`src/rtl/lane_bit_mapper_pkg.sv`:
```
// Shared mode encodings for the lane bit mapper and its per-lane permutation.
package map_pkg;

  localparam logic [1:0] MODE_BYPASS = 2'b00;
  localparam logic [1:0] MODE_FWD    = 2'b01;
  localparam logic [1:0] MODE_INV    = 2'b10;
  localparam logic [1:0] MODE_REV    = 2'b11;

  typedef logic [1:0] map_mode_t;

endpackage

```
`src/rtl/lane_bit_mapper_perm.sv`:
```
// Combinational per-lane bit permutation: bypass, interleave, de-interleave, reversal.
module lane_bit_perm
  import map_pkg::*;
#(
  parameter int LANE_W = 8
) (
  input  logic [LANE_W-1:0] din_i,
  input  map_mode_t         mode_i,
  output logic [LANE_W-1:0] dout_o
);

  localparam int H = LANE_W / 2;

  logic [LANE_W-1:0] fwd, inv, rev;

  // FWD gathers odd bits (MSB first) into the low half, even bits into the high half.
  always_comb begin
    fwd = '0;
    inv = '0;
    rev = '0;
    for (int k = 0; k < H; k++) begin
      fwd[k]              = din_i[LANE_W-1-2*k];
      fwd[H+k]            = din_i[LANE_W-2-2*k];
      inv[LANE_W-1-2*k]   = din_i[k];
      inv[LANE_W-2-2*k]   = din_i[H+k];
    end
    for (int j = 0; j < LANE_W; j++) begin
      rev[j] = din_i[LANE_W-1-j];
    end
  end

  always_comb begin
    case (mode_i)
      MODE_FWD: dout_o = fwd;
      MODE_INV: dout_o = inv;
      MODE_REV: dout_o = rev;
      default:  dout_o = din_i;
    endcase
  end

endmodule

```
`src/rtl/lane_bit_mapper.sv`:
```
// Registered lane bit mapper with valid/ready and a one-entry skid buffer.
// Define MAP_PARITY_EN to register per-lane even parity on out_par; otherwise it is tied to 0.
module lane_bit_mapper
  import map_pkg::*;
#(
  parameter int NUM_LANES = 4,
  parameter int LANE_W    = 8,
  localparam int DW       = NUM_LANES * LANE_W
) (
  input  logic                 clk,
  input  logic                 rst,
  input  logic                 in_valid,
  output logic                 in_ready,
  input  logic [DW-1:0]        in_data,
  input  logic [1:0]           in_mode,
  output logic                 out_valid,
  input  logic                 out_ready,
  output logic [DW-1:0]        out_data,
  output logic [NUM_LANES-1:0] out_par
);

  logic [NUM_LANES-1:0][LANE_W-1:0] lane_in, lane_out;
  logic [DW-1:0]                    perm_data;

  assign lane_in   = in_data;
  assign perm_data = lane_out;

  for (genvar g = 0; g < NUM_LANES; g++) begin : g_lane
    lane_bit_perm #(.LANE_W(LANE_W)) u_perm (
      .din_i  (lane_in[g]),
      .mode_i (map_mode_t'(in_mode)),
      .dout_o (lane_out[g])
    );
  end

  logic          out_valid_q, out_valid_d;
  logic [DW-1:0] out_data_q,  out_data_d;
  logic          skid_full_q, skid_full_d;
  logic [DW-1:0] skid_data_q, skid_data_d;
  logic          accept, out_free, out_load, skid_load;

  // in_ready comes straight from the skid flop; rst only forces it low while held.
  assign in_ready  = !skid_full_q && !rst;
  assign accept    = in_valid && in_ready;
  assign out_free  = !out_valid_q || out_ready;
  assign out_load  = out_free && (skid_full_q || accept);
  assign skid_load = !out_free && accept;

  // A full skid implies in_ready=0, so skid and input never compete for the output.
  always_comb begin
    out_valid_d = out_free ? (skid_full_q || accept) : out_valid_q;
    out_data_d  = out_data_q;
    if (out_load) out_data_d = skid_full_q ? skid_data_q : perm_data;
    skid_full_d = skid_load ? 1'b1 : (out_free ? 1'b0 : skid_full_q);
    skid_data_d = skid_load ? perm_data : skid_data_q;
  end

  always_ff @(posedge clk) begin
    if (rst) begin
      out_valid_q <= 1'b0;
      out_data_q  <= '0;
      skid_full_q <= 1'b0;
      skid_data_q <= '0;
    end else begin
      out_valid_q <= out_valid_d;
      out_data_q  <= out_data_d;
      skid_full_q <= skid_full_d;
      skid_data_q <= skid_data_d;
    end
  end

  assign out_valid = out_valid_q;
  assign out_data  = out_data_q;

`ifdef MAP_PARITY_EN
  logic [NUM_LANES-1:0] perm_par;
  logic [NUM_LANES-1:0] out_par_q, out_par_d;
  logic [NUM_LANES-1:0] skid_par_q, skid_par_d;

  always_comb begin
    for (int i = 0; i < NUM_LANES; i++) perm_par[i] = ^lane_out[i];
  end

  always_comb begin
    out_par_d = out_par_q;
    if (out_load) out_par_d = skid_full_q ? skid_par_q : perm_par;
    skid_par_d = skid_load ? perm_par : skid_par_q;
  end

  always_ff @(posedge clk) begin
    if (rst) begin
      out_par_q  <= '0;
      skid_par_q <= '0;
    end else begin
      out_par_q  <= out_par_d;
      skid_par_q <= skid_par_d;
    end
  end

  assign out_par = out_par_q;
`else
  assign out_par = '0;
`endif

endmodule

```
`config.mk`:
```
export PLATFORM = sky130hd
export DESIGN_NAME = lane_bit_mapper
export DESIGN_NICKNAME = d
export VERILOG_FILES = /design/src/rtl/lane_bit_mapper_pkg.sv /design/src/rtl/lane_bit_mapper_perm.sv /design/src/rtl/lane_bit_mapper.sv
export SDC_FILE = /design/constraint.sdc
export NUM_CORES = 1
export LEC_CHECK = 0
export ABC_AREA = 1
export CORE_MARGIN = 1
export CORE_UTILIZATION = 46
export CTS_CLUSTER_DIAMETER = 30
export DETAILED_ROUTE_END_ITERATION = 8
export GPL_ROUTABILITY_DRIVEN = 0
export PLACE_DENSITY = 0.76
export SKIP_CTS_REPAIR_TIMING = 1
export SLEW_MARGIN = 10
export SYNTH_ARGS = -nofsm -noshare
export SYNTH_HDL_FRONTEND = slang
export SYNTH_SLANG_ARGS = --single-unit
```
`constraint.sdc`:
```
create_clock -name clk -period 1.2 [get_ports clk]
set_input_delay 0.12 -clock clk [delete_from_list [all_inputs] [get_ports clk]]
set_output_delay 0.12 -clock clk [all_outputs]
set_load 0.1 [all_outputs]
```
======== Word level (Yosys, flattened, before mapping) ========
Cells that the tools add are included.
word-level totals
  flip-flop bits (word level) ............. 66
  latch bits .............................. 0
  bits in writable memories ............... 0
  bits in read-only memories .............. 0
  input bits .............................. 38
  output and inout bits ................... 38
  word-level logic and storage cells ...... 25
  memories ................................ 0
operators by class
  add/subtract/negate cells ............... 0
  multipliers ............................. 0
  divide/modulo/power cells ............... 0
  magnitude comparators ................... 0
  equal/unequal tests ..................... 3
  shift operators ......................... 0
  multiplexer cells ....................... 7
  bitwise gates (word level) .............. 0
  reduce and logical (&&, ||, !) cells .... 11
operators with widths
  operator              count
  $pmux W8 S3           4
  $mux W32              1
  $eq A2 B2 Y1 const B  2
  $logic_and A1 B1 Y1   4
  $logic_not A1 Y1      4
  $eq A2 B1 Y1 const B  1
  $logic_or A1 B1 Y1    2
  $mux W1               2
  $reduce_bool A2 Y1    1

======== Logic depth before layout (Yosys ltp) ========
  depth after elaboration ................. 5
  depth in mapped cells ................... 10
  depth with buffers taken out ............ 9

======== Modules after synthesis ========
From an unflattened synthesis, not the netlist that was laid out.
second synthesis, totals
  cells, all modules ...................... 689
  area total of the unflattened synthesis .. 4095.2 µm²
modules (own cells, without submodules)
  module           times used  cells each  area each (µm²)  seq. area each (µm²)
  lane_bit_mapper  1           529         3244.4           1321.3
  lane_bit_perm    4           40          212.7            0.0

======== Least setup slack after synthesis ========
OpenSTA, ideal clock, no wires.
  kind .................................... flip-flop to flip-flop
  start point ............................. register out_valid_q, in the netlist out_valid
  end point ............................... register out_data_q[18], in the netlist out_data[18]
  setup time .............................. 71 ps
  data arrival time ....................... 1853 ps
  data required time ...................... 1129 ps
  setup slack ............................. -724 ps
  stages on the path, launching flop included .. 8
  buffers on the path ..................... 1
  clock period less this slack ............ 1924 ps
  path through ............................ dfxtp_1 inv_1 nor2_2 inv_1 nand2_1 buf_2 a21oi_1 a21oi_1
between the ends
  cells in the longest elaborated chain, start to end .. 3
RTL lines
  item                      RTL line               text
  start: declaration        lane_bit_mapper.sv:36  logic out_valid_q, out_valid_d;
  start signal: assignment  lane_bit_mapper.sv:65  out_valid_q <= out_valid_d;
  $logic_not A1 Y1          lane_bit_mapper.sv:45  assign out_free = !out_valid_q || out_ready;
  $logic_or A1 B1 Y1        lane_bit_mapper.sv:45
  $logic_and A1 B1 Y1       lane_bit_mapper.sv:46  assign out_load = out_free && (skid_full_q || accept);
  end signal: assignment    lane_bit_mapper.sv:66  out_data_q <= out_data_d;
  end: declaration          lane_bit_mapper.sv:37  logic [DW-1:0] out_data_q, out_data_d;
Every way passes these cells.
A chain may end at the register's enable or synchronous reset.

======== Worst setup path after layout ========
  start point ............................. register skid_full_q
  end point ............................... register skid_data_q[11]
between the ends
  cells in the longest elaborated chain, start to end .. 4
RTL lines
  item                      RTL line               text
  start: declaration        lane_bit_mapper.sv:38  logic skid_full_q, skid_full_d;
  start signal: assignment  lane_bit_mapper.sv:67  skid_full_q <= skid_full_d;
  $logic_not A1 Y1          lane_bit_mapper.sv:43  assign in_ready = !skid_full_q && !rst;
  $logic_and A1 B1 Y1       lane_bit_mapper.sv:43
  $logic_and A1 B1 Y1       lane_bit_mapper.sv:44  assign accept = in_valid && in_ready;
  $logic_and A1 B1 Y1       lane_bit_mapper.sv:47  assign skid_load = !out_free && accept;
  end signal: assignment    lane_bit_mapper.sv:68  skid_data_q <= skid_data_d;
  end: declaration          lane_bit_mapper.sv:39  logic [DW-1:0] skid_data_q, skid_data_d;
Every way passes these cells.

==> flow_summary.json <==
{
  "yosys-top-cells-area": "dfxtp_1, nand2_1, nand3_1, a21oi_1, o21ai_0",
  "crit_start": "skid_full_q",
  "critical_path.endpoint": "skid_data_q[11]",
  "signed_area_change_from_the_synthesized_netlist_to_the_final_layout_pct": 53.0,
  "final.setup.worst_slack_ns": -0.189,
  "grt_first_pass_wirelength_um": 17000,
  "post_synth_edffs": 0,
  "grt_setup_unrepaired": "true",
  "synth_area_leader": "dfxtp_1",
  "hold_viol_final": 0,
  "antenna_found_initial": 0,
  "worst_setup_hold_path_clk_slew_ns": 0.07,
  "path_class": "reg -> reg",
  "critPathTopFamily": "simple AND/OR/NAND/NOR gates",
  "timing.critical_path.fanout_max": 9,
  "ys_async_sr_fraction_pct": 0,
  "achievable-frequency_mhz": 720,
  "fin_worst_skew_ns": 0.0102,
  "required_ns": 1.49,
  "timing.critical_path.mode_cell": "nor2_1",
  "setup_viol_count_final": 65,
  "initial_core_util_pct": 47.2,
  "via_count": 4201,
  "finalInstanceArea_mm2": 0.00555,
  "cts.sinks": 66,
  "cellLeakagePower_nw": 2.46,
  "rr_endpoint": "skid_data_q[11]",
  "worstReg2RegStart": "skid_full_q",
  "ir_drop_mv": 0.693,
  "yosys_warnings": 0,
  "clock_tree_from_tritoncts": "yes",
  "i_o_pin_cnt": 76,
  "dpl-instance-area_mm2": 0.00494,
  "slew_headroom_pct": 64.5,
  "floorplan.die_area_mm2": 0.00825,
  "synth_top_flop_cell": "dfxtp_1",
  "numCtsBuffers": 9,
  "final-max-slew-violation-count": 0,
  "endpoint_kind": "flip-flop",
  "syn_avg_cell_area_um2": 6.50,
  "i_o_buffers": 71,
  "syn-cell-area_mm2": 0.00363,
  "antennaDiodeCount": 0,
  "run_status": "complete, but fails checks",
  "route.detailed.wl_per_inst_um": 16.1,
  "drt.antenna.violating_nets": 0,
  "first_global_vias": 3606,
  "final-instance-count-excl-fill": 739,
  "placement_rows": 32,
  "synth_most_common_cell": "nand2_1",
  "failed_checks": "setup timing",
  "hp-class": "in -> reg",
  "first_iter_violations": 394,
  "fraction_of_layout_instances_using_a_drive_strength_above_1_pct": 30.0,
  "core_region_area_mm2": 0.00769,
  "register_area_mm2": 0.00137,
  "worst-path-stages": 9,
  "worstMarginPinSlew_ns": 0.532,
  "grt.overflow.total": 0,
  "r2r.worst_path.cells": 9,
  "finalCriticalPeriod_ns": 1.39,
  "critical_path_buf_inv_count": 3,
  "period_share_pct": 116,
  "die_width_um": 90.8,
  "dr.pass1.iters": 5,
  "crit_arrival_ns": 1.68,
  "hpwl_after_detailed_placement_um": 6600,
  "netlist_instances": 558,
  "ff2ff_setup_slack_ns": -0.19,
  "hold-worst-slack_ns": 0.412,
  "layout.filler_cells": 568,
  "clkLatencyLatePin_ns": 0.34,
  "max_stage_delay_ns": 0.37,
  "viasPerCell": 5.68,
  "kind_of_start_point_of_the_critical_path": "flip-flop",
  "netlist-cell-type-count": 25,
  "global_route_usage_over_all_layers_pct": 25.2,
  "power_density_mw_per_mm2": 1140,
  "place.detailed.instances": 710,
  "critical_path_cell_list": "nor2_4 > nand2_4 > nor2_8 > buf_12 > clkbuf_16 > nor2_1 > nor2_1 > nand2_1 > inv_1",
  "post-synth-top-area-fraction_pct": 36.4,
  "die_height_um": 90.8,
  "totalWireLength_um": 11900,
  "grt_start_max_net_pins": 44,
  "cp_slowest_cell": "dfxtp_4",
  "synth_seq_cells": 66,
  "clock_tree.htree_level_count": 3,
  "remaining_drc_errors": 0,
  "ys_seq_area_share_pct": 36.4,
  "synth.top_cells.by_count": "nand2_1, nor2_1, dfxtp_1, nand3_1, a21oi_1",
  "timing.max_cap.violations": 0,
  "multi_input_area_mm2": 0.00209,
  "number_of_nets_in_the_finished_design": 670,
  "cts_max_path_buffers": 2,
  "cts.root.buffer_cell": "clkbuf_8"
}
worst min-delay path by stage:
| stage | start | to | depth (start not counted) |
|---|---|---|---|
| floorplan | in_valid | out_valid | 2 |
| global placement | skid_data_q[16] | skid_data_q[16] | 2 |
| detailed placement | skid_data_q[23] | skid_data_q[23] | 2 |
| CTS | skid_data_q[23] | skid_data_q[23] | 2 |
| global route | in_valid | skid_full_q | 5 |
| finish | in_valid | skid_full_q | 5 |
kinds of logic after synthesis:
kind of cell | synth area share, %
AOI/OAI and AO/OA | 18.9
and+or+nand+nor | 32.3
buffers and inverters | 12.3
DFF | 36.4
other | 0.103
state kept, by name, summed over array words and instances (netlist names):
register     cells
skid_full_q      1
out_data        32
skid_data_q     32
out_valid        1
report_power, final:
| group | internal, mW | switching, mW |
|---|---|---|
| Clock | 1.07 | 0.820 |
| Sequential | 2.31 | 0.109 |
| Combinational | 0.752 | 1.28 |
| Total | 4.13 | 2.21 |
cell type report:
class | count | area share, %
clock buffers | 14 | 2.93
clock inverters | 2 | 0.631
inverters | 45 | 3.27
multi-input cells | 404 | 37.7
flip-flops and latches | 66 | 24.6
well taps | 102 | 2.30
repair buffers | 106 | 28.5
metal layers:
metal / wire length (µm) / GRT usage [%] / share of wire (%) / vias up
met5: 0 / 0 / 0 / -
met4: 355 / 11.0 / 3.0 / 0
met3: 1070 / 4.88 / 9.0 / 40
met2: 5760 / 41.4 / 49 / 245
met1: 4690 / 31.9 / 39 / 1947
li1: - / - / - / 1969
cell usage in the layout, fill, tap and decap left out, drive strengths merged:
cell type and n:
bufinv 1, clkbuf 20, inv 45, dlymetal6s2s 4
buf 63, clkinv 1, nand2 100, dfxtp 66
nand4 12, clkdlybuf4s50 33, or2 11, nor3 1
a21oi 61, nor2 74, conb 4, o21ai 75
nand3 66
per-stage QoR:
stage / util (%) / TNS [ns] / power [mW] / worst slack [ns]
floorplan: - / -17.15 / 3.65 / -0.485
global placement: 64.3 / -20.67 / 4.32 / -0.368
detailed placement: 64.3 / -22.87 / 4.35 / -0.404
CTS: 66.8 / -4.30 / 6.20 / -0.124
global route: 72.2 / -10.15 / 6.58 / -0.239
finish: 72.2 / -6.12 / 6.35 / -0.189
worst register-to-register path, stage by stage (launching register included):
cell and delay [ns]:
dfxtp_4 0.37, nor2_4 0.13, nand2_4 0.09, nor2_8 0.12, buf_12 0.16, clkbuf_16 0.17
nor2_1 0.04, nor2_1 0.12, nand2_1 0.08, inv_1 0.05
No activity file was read; power rests on OpenSTA's default activity.
